<file path="config.mk">
export PLATFORM = sky130hd
export DESIGN_NAME = key_scan_enc
export DESIGN_NICKNAME = d
export VERILOG_FILES = /design/src/rtl/key_pkg.sv /design/src/rtl/key_sync2.sv /design/src/rtl/key_scan_enc.sv
export SDC_FILE = /design/constraint.sdc
export NUM_CORES = 1
export LEC_CHECK = 0
export CAP_MARGIN = 20
export CORE_UTILIZATION = 42
export CTS_CLUSTER_SIZE = 8
export DETAILED_ROUTE_END_ITERATION = 16
export PLACE_DENSITY_LB_ADDON = 0.2
export REMOVE_ABC_BUFFERS = 1
export SYNTH_ARGS = -nofsm -noshare
export SYNTH_HDL_FRONTEND = slang
export SYNTH_SLANG_ARGS = --single-unit
</file>
<file path="constraint.sdc">
create_clock -name clk -period 4.1 [get_ports clk]
set_clock_uncertainty 0.1 [all_clocks]
set_input_delay 0.41 -clock clk [delete_from_list [all_inputs] [get_ports clk]]
set_output_delay 0.41 -clock clk [all_outputs]
set_load 0.03 [all_outputs]
</file>
<file path="src/rtl/key_pkg.sv">
// Shared types and helpers for the key scanner: FSM state enum, key count,
// released-vector constant and the single-key index decoder.
package key_pkg;

    localparam int NUM_KEYS = 6;
    localparam logic [NUM_KEYS-1:0] KEY_IDLE_VEC = 6'b111111;

    typedef enum logic [1:0] {
        IDLE,
        DEBOUNCE,
        HELD,
        WAIT_RELEASE
    } key_state_t;

    // Keys are active-low: returns 1..NUM_KEYS for exactly one zero bit, else 0.
    function automatic logic [2:0] onehot0_index(input logic [NUM_KEYS-1:0] v);
        logic [2:0] idx;
        int         zeros;
        idx   = 3'd0;
        zeros = 0;
        for (int i = 0; i < NUM_KEYS; i++) begin
            if (!v[i]) begin
                zeros = zeros + 1;
                idx   = 3'(i + 1);
            end
        end
        return (zeros == 1) ? idx : 3'd0;
    endfunction

endpackage

</file>
<file path="src/rtl/key_sync2.sv">
// Two-flop synchronizer for the raw push-button vector; resets to the
// released pattern so no phantom press is seen coming out of reset.
module key_sync2 #(
    parameter int             W       = 6,
    parameter logic [W-1:0]   RST_VAL = '1
) (
    input  logic         clk,
    input  logic         rst_n,
    input  logic [W-1:0] d,
    output logic [W-1:0] q
);

    logic [W-1:0] sync_p0;
    logic [W-1:0] sync_p1;

    // Stage p0 may go metastable; p1 is the first value safe to use.
    always_ff @(posedge clk or negedge rst_n) begin
        if (!rst_n) begin
            sync_p0 <= RST_VAL;
            sync_p1 <= RST_VAL;
        end else begin
            sync_p0 <= d;
            sync_p1 <= sync_p0;
        end
    end

    assign q = sync_p1;

endmodule

</file>
<file path="src/rtl/key_scan_enc.sv">
// Debounced 6-key encoder with valid/ready event handshake and overrun pulse.
// Define KEY_AUTOREPEAT_EN to add typematic repeat events while a key is held.
module key_scan_enc
    import key_pkg::*;
#(
    parameter int DEBOUNCE_CYCLES = 1000000,
    parameter int REPEAT_DELAY    = 25000000,
    parameter int REPEAT_CYCLES   = 5000000
) (
    input  logic       clk,
    input  logic       rst_n,
    input  logic [6:1] key,
    output logic [2:0] key_code,
    output logic       key_valid,
    input  logic       key_ready,
    output logic       key_overrun,
    output logic [6:1] key_stable
);

    localparam int MAX_A   = (DEBOUNCE_CYCLES > REPEAT_DELAY) ? DEBOUNCE_CYCLES : REPEAT_DELAY;
    localparam int MAX_CYC = (MAX_A > REPEAT_CYCLES) ? MAX_A : REPEAT_CYCLES;
    localparam int CNT_W   = $clog2(MAX_CYC + 1);
    localparam logic [CNT_W-1:0] DEB_LAST = CNT_W'(DEBOUNCE_CYCLES - 1);

    function automatic logic [CNT_W-1:0] sat_inc(input logic [CNT_W-1:0] c);
        return (c == {CNT_W{1'b1}}) ? c : c + 1'b1;
    endfunction

    logic [6:1]       ks;
    key_state_t       state, state_nx;
    logic [6:1]       snap, snap_nx;
    logic [6:1]       stable_nx;
    logic [CNT_W-1:0] cnt, cnt_nx;
    logic [2:0]       code_snap;
    logic [2:0]       ev_code;
    logic             emit;

    key_sync2 #(
        .W      (NUM_KEYS),
        .RST_VAL(KEY_IDLE_VEC)
    ) u_sync (
        .clk  (clk),
        .rst_n(rst_n),
        .d    (key),
        .q    (ks)
    );

    assign code_snap = onehot0_index(snap);

`ifdef KEY_AUTOREPEAT_EN
    localparam logic [CNT_W-1:0] RPT_FIRST_LAST = CNT_W'(REPEAT_DELAY - 1);
    localparam logic [CNT_W-1:0] RPT_NEXT_LAST  = CNT_W'(REPEAT_CYCLES - 1);

    logic [CNT_W-1:0] rpt_cnt, rpt_cnt_nx;
    logic             rpt_first, rpt_first_nx;
`endif

    always_comb begin
        state_nx  = state;
        snap_nx   = snap;
        stable_nx = key_stable;
        cnt_nx    = '0;
        emit      = 1'b0;
        ev_code   = 3'd0;
`ifdef KEY_AUTOREPEAT_EN
        rpt_cnt_nx   = '0;
        rpt_first_nx = 1'b1;
`endif
        case (state)
            IDLE: begin
                if (ks != KEY_IDLE_VEC) begin
                    snap_nx  = ks;
                    state_nx = DEBOUNCE;
                end
            end
            DEBOUNCE: begin
                if (ks != snap) begin
                    snap_nx = ks;
                end else if (cnt == DEB_LAST) begin
                    stable_nx = snap;
                    if (snap == KEY_IDLE_VEC) begin
                        state_nx = IDLE;
                    end else if (code_snap != 3'd0) begin
                        emit     = 1'b1;
                        ev_code  = code_snap;
                        state_nx = HELD;
                    end else begin
                        state_nx = WAIT_RELEASE;
                    end
                end else begin
                    cnt_nx = sat_inc(cnt);
                end
            end
            HELD: begin
                // Any change, including release, is re-debounced; release itself is silent.
                if (ks != key_stable) begin
                    snap_nx  = ks;
                    state_nx = DEBOUNCE;
                end
`ifdef KEY_AUTOREPEAT_EN
                else begin
                    rpt_first_nx = rpt_first;
                    if (rpt_cnt == (rpt_first ? RPT_FIRST_LAST : RPT_NEXT_LAST)) begin
                        emit         = 1'b1;
                        ev_code      = onehot0_index(key_stable);
                        rpt_first_nx = 1'b0;
                    end else begin
                        rpt_cnt_nx = sat_inc(rpt_cnt);
                    end
                end
`endif
            end
            WAIT_RELEASE: begin
                if (ks == KEY_IDLE_VEC) begin
                    snap_nx  = ks;
                    state_nx = DEBOUNCE;
                end
            end
            default: state_nx = IDLE;
        endcase
    end

    always_ff @(posedge clk or negedge rst_n) begin
        if (!rst_n) begin
            state      <= IDLE;
            snap       <= KEY_IDLE_VEC;
            cnt        <= '0;
            key_stable <= KEY_IDLE_VEC;
        end else begin
            state      <= state_nx;
            snap       <= snap_nx;
            cnt        <= cnt_nx;
            key_stable <= stable_nx;
        end
    end

`ifdef KEY_AUTOREPEAT_EN
    always_ff @(posedge clk or negedge rst_n) begin
        if (!rst_n) begin
            rpt_cnt   <= '0;
            rpt_first <= 1'b1;
        end else begin
            rpt_cnt   <= rpt_cnt_nx;
            rpt_first <= rpt_first_nx;
        end
    end
`endif

    // A pending, unaccepted event always wins; the newcomer is dropped.
    always_ff @(posedge clk or negedge rst_n) begin
        if (!rst_n) begin
            key_valid   <= 1'b0;
            key_code    <= 3'd0;
            key_overrun <= 1'b0;
        end else begin
            key_overrun <= 1'b0;
            if (emit && key_valid && !key_ready) begin
                key_overrun <= 1'b1;
            end else if (emit) begin
                key_valid <= 1'b1;
                key_code  <= ev_code;
            end else if (key_valid && key_ready) begin
                key_valid <= 1'b0;
                key_code  <= 3'd0;
            end
        end
    end

endmodule

</file>
==> impl_metrics.ini <==
[status]
outcome = finished, final reports clean

[route]
viasPerCell = 5.27
drc = 0
vias = 2198
drt_wl_total_um = 5770
ant_nets = 0
drt_iter0_drc = 56
wl_per_cell_um = 13.8
drt_first_pass_iters = 4

[sta]
relSlewSlack_pct = 45.4
slew_violations = 0
min_period_over_period_pct = 96.7
finalCriticalPeriod_ps = 3960
fmax_ghz = 0.252
setup-tns-final_ps = 0
whs_ps = 75.1
setup_violations = 0
setup_ws_ps = 137
tightest_slew_ps = 820
finalHoldViolations = 0

[logic_synthesis]
synth.most_common_cell = nor2_1
yosys_warnings = 0
syn_avg_cell_area_sq_um = 10.3
synth_cells = 296
synth-edff-count = 0
yosys.area.top_type = dfrtp_1
dominantRegCellSynth = dfrtp_1
synth_top_area_share_pct = 26.3
synth_common_cells = nor2_1, dfrtp_1, dfstp_2
ys_async_sr_fraction_pct = 100
synth_cell_types = 47
syn-cell-area_sq_um = 3040
synth_seq_cells = 56
synth_area_leaders = dfrtp_1, dfstp_2, xor2_1
seq_area_frac_synth_pct = 47.1

[floorplan]
core_area_sq_um = 6910
dieArea_sq_um = 7580
start_util_pct = 44.0
io_pins = 20
die_y_um = 87.1
die_x_um = 87.1
fp-row-count = 30

[cts]
cts-root-buf = clkbuf_8
clock_latency_ps = 320
cts_buffers = 5
clockBufferDepth = 2
h-tree-depth = 2
cts_tree = built
clock-sinks = 56
clk_pin_slew_ps = 110

[place]
post-dp-hpwl_um = 4000
place.gp.congestion = 0.821
port_buffers = 19
preCtsSetupSlack_ps = 5.49

[power_and_ir_drop]
p_sw_uw = 305
ir_drop_mv = 0.170
switching_share_pct = 28.1
p_clk_share_pct = 29.7
p_seq_share_pct = 54.2
power.leakage_nw = 1.37
total_power_mw = 1.09
power.density_nw_per_um2 = 310
combPwrFrac_pct = 16.1
p_int_uw = 782

[layout]
antenna_cells = 0
nets = 336
final_util_pct = 50.8
syn2layout_area_growth_pct = 15.4
layout-drive-gt1-share_pct = 21.5
fill_cells = 646

[global_route]
antenna_found_initial = 0
track_usage_pct = 16.3
grt_overflow = 0
grt_pass1_wl_um = 9430
grt_max_degree = 37
grt_pass1_vias = 2050

[setup_path]
critPathKind = reg2reg
worst-path-max-fanout = 6
worstPathRequired_ps = 4210
worstSetupStartpointType = flop
cp-end-kind = flop
worstPathArrival_ps = 4070

[hold_path]
hold_path_class = in2async

[run]
maxCapViolCount = 0
## worst max-delay path, cell delays in order (launching register included)
cell	delay (ps)
dfstp_2	550
inv_1	80
ha_4	320
xnor2_4	130
ha_1	250
nor2b_2	180
a21o_1	170
ha_1	280
mux2i_2	210
nand2_1	80
ha_1	180
nor2b_2	180
or3b_2	480
o211ai_1	120
o211ai_1	150
o21a_1	230
a21o_1	170
## state kept, by name, indices dropped and copies added, names as in the netlist
signal	flops
u_sync.q	6
key_valid	1
snap	6
u_sync.sync_p0	6
key_stable	6
cnt	25
key_code	3
key_overrun	1
state	2
## power by group through the flow
stage	clock network [mW]	logic, mW	registers (mW)
detailed placement	0	0.155	0.597
CTS	0.339	0.157	0.588
finish	0.323	0.175	0.589
floorplan	0	0.106	0.593
global placement	0	0.151	0.597
global route	0.364	0.195	0.591
## logic make-up (layout without fill, tap and decap cells)
family	after synthesis	after routing	synth area share, %
buf+inv	18	43	2.80
xor+xnor	39	39	11.2
flops	56	56	47.1
mux	15	15	5.43
compound gates	38	38	8.48
fa+ha+maj	7	7	2.88
simple gates	123	123	22.1
## cells in the final DEF, fill, tap and decap left out, types with 3 or more instances in the layout
cell,n
and3_1,5
nand3b_1,3
nor2b_1,4
nor3b_1,3
nor3_1,6
xnor2_1,16
and2_1,3
dfrtp_1,32
ha_1,5
clkbuf_8,5
dfstp_2,23
o21ai_0,7
inv_1,8
xor2_1,22
o211ai_1,3
a21o_1,3
a21oi_1,8
nand3_1,10
clkdlybuf4s50_1,18
o21a_1,4
nand2_1,20
nand2b_1,4
nor2_1,35
nor4_1,3
a211oi_1,3
buf_4,6
and4_1,4
nand4_1,6
or2_2,4
mux2_2,12
or3_1,3
## layer usage
metal	GRT usage [%]	routed length, um	part of all wire (%)
met1	21.6	2840	49
met5	0	0	0
met4	5.45	102	1.8
met2	26.8	2670	46
met3	3.13	158	2.7
## metrics by stage
step,std cells,area [sq um]
floorplan,286,2980
finish,417,3510
global placement,407,3330
detailed placement,407,3330
CTS,415,3440
global route,417,3510
## final timing paths
kind / startpoint / end / slack [ps] / cells after the start
max: snap[1] / key_code[2] / 140 / 16
min: rst_n / cnt[12] / 80 / 1
max reg2reg: snap[1] / key_code[2] / 140 / 16
min reg2reg: u_sync.sync_p0[1] / u_sync.q[1] / 250 / 0
max in group asynchronous: rst_n / u_sync.sync_p0[1] / 3010 / 2
min in group clk: u_sync.sync_p0[1] / u_sync.q[1] / 250 / 0
## repair_timing
| action | 4_1_cts | 5_1_grt |
|---|---|---|
| endpoints found under the setup margin | 1 | 4 |
| hold buffers | 0 | 0 |
| pin swaps | 0 | 5 |
| buffers inserted | 0 | 2 |
| resized for setup | 1 | 11 |
## final cells by class
type	count	area [sq um]	area share, %
Clock buffer	5	68.8	1.96
Sequential cell	56	1440	40.9
Inverter	8	30.0	0.856
Tap cell	96	120	3.42
Multi-Input combinational cell	222	1580	44.9
Clock inverter	3	26.3	0.749
Timing Repair Buffer	27	253	7.20
Power figures use the tool's default switching activity.
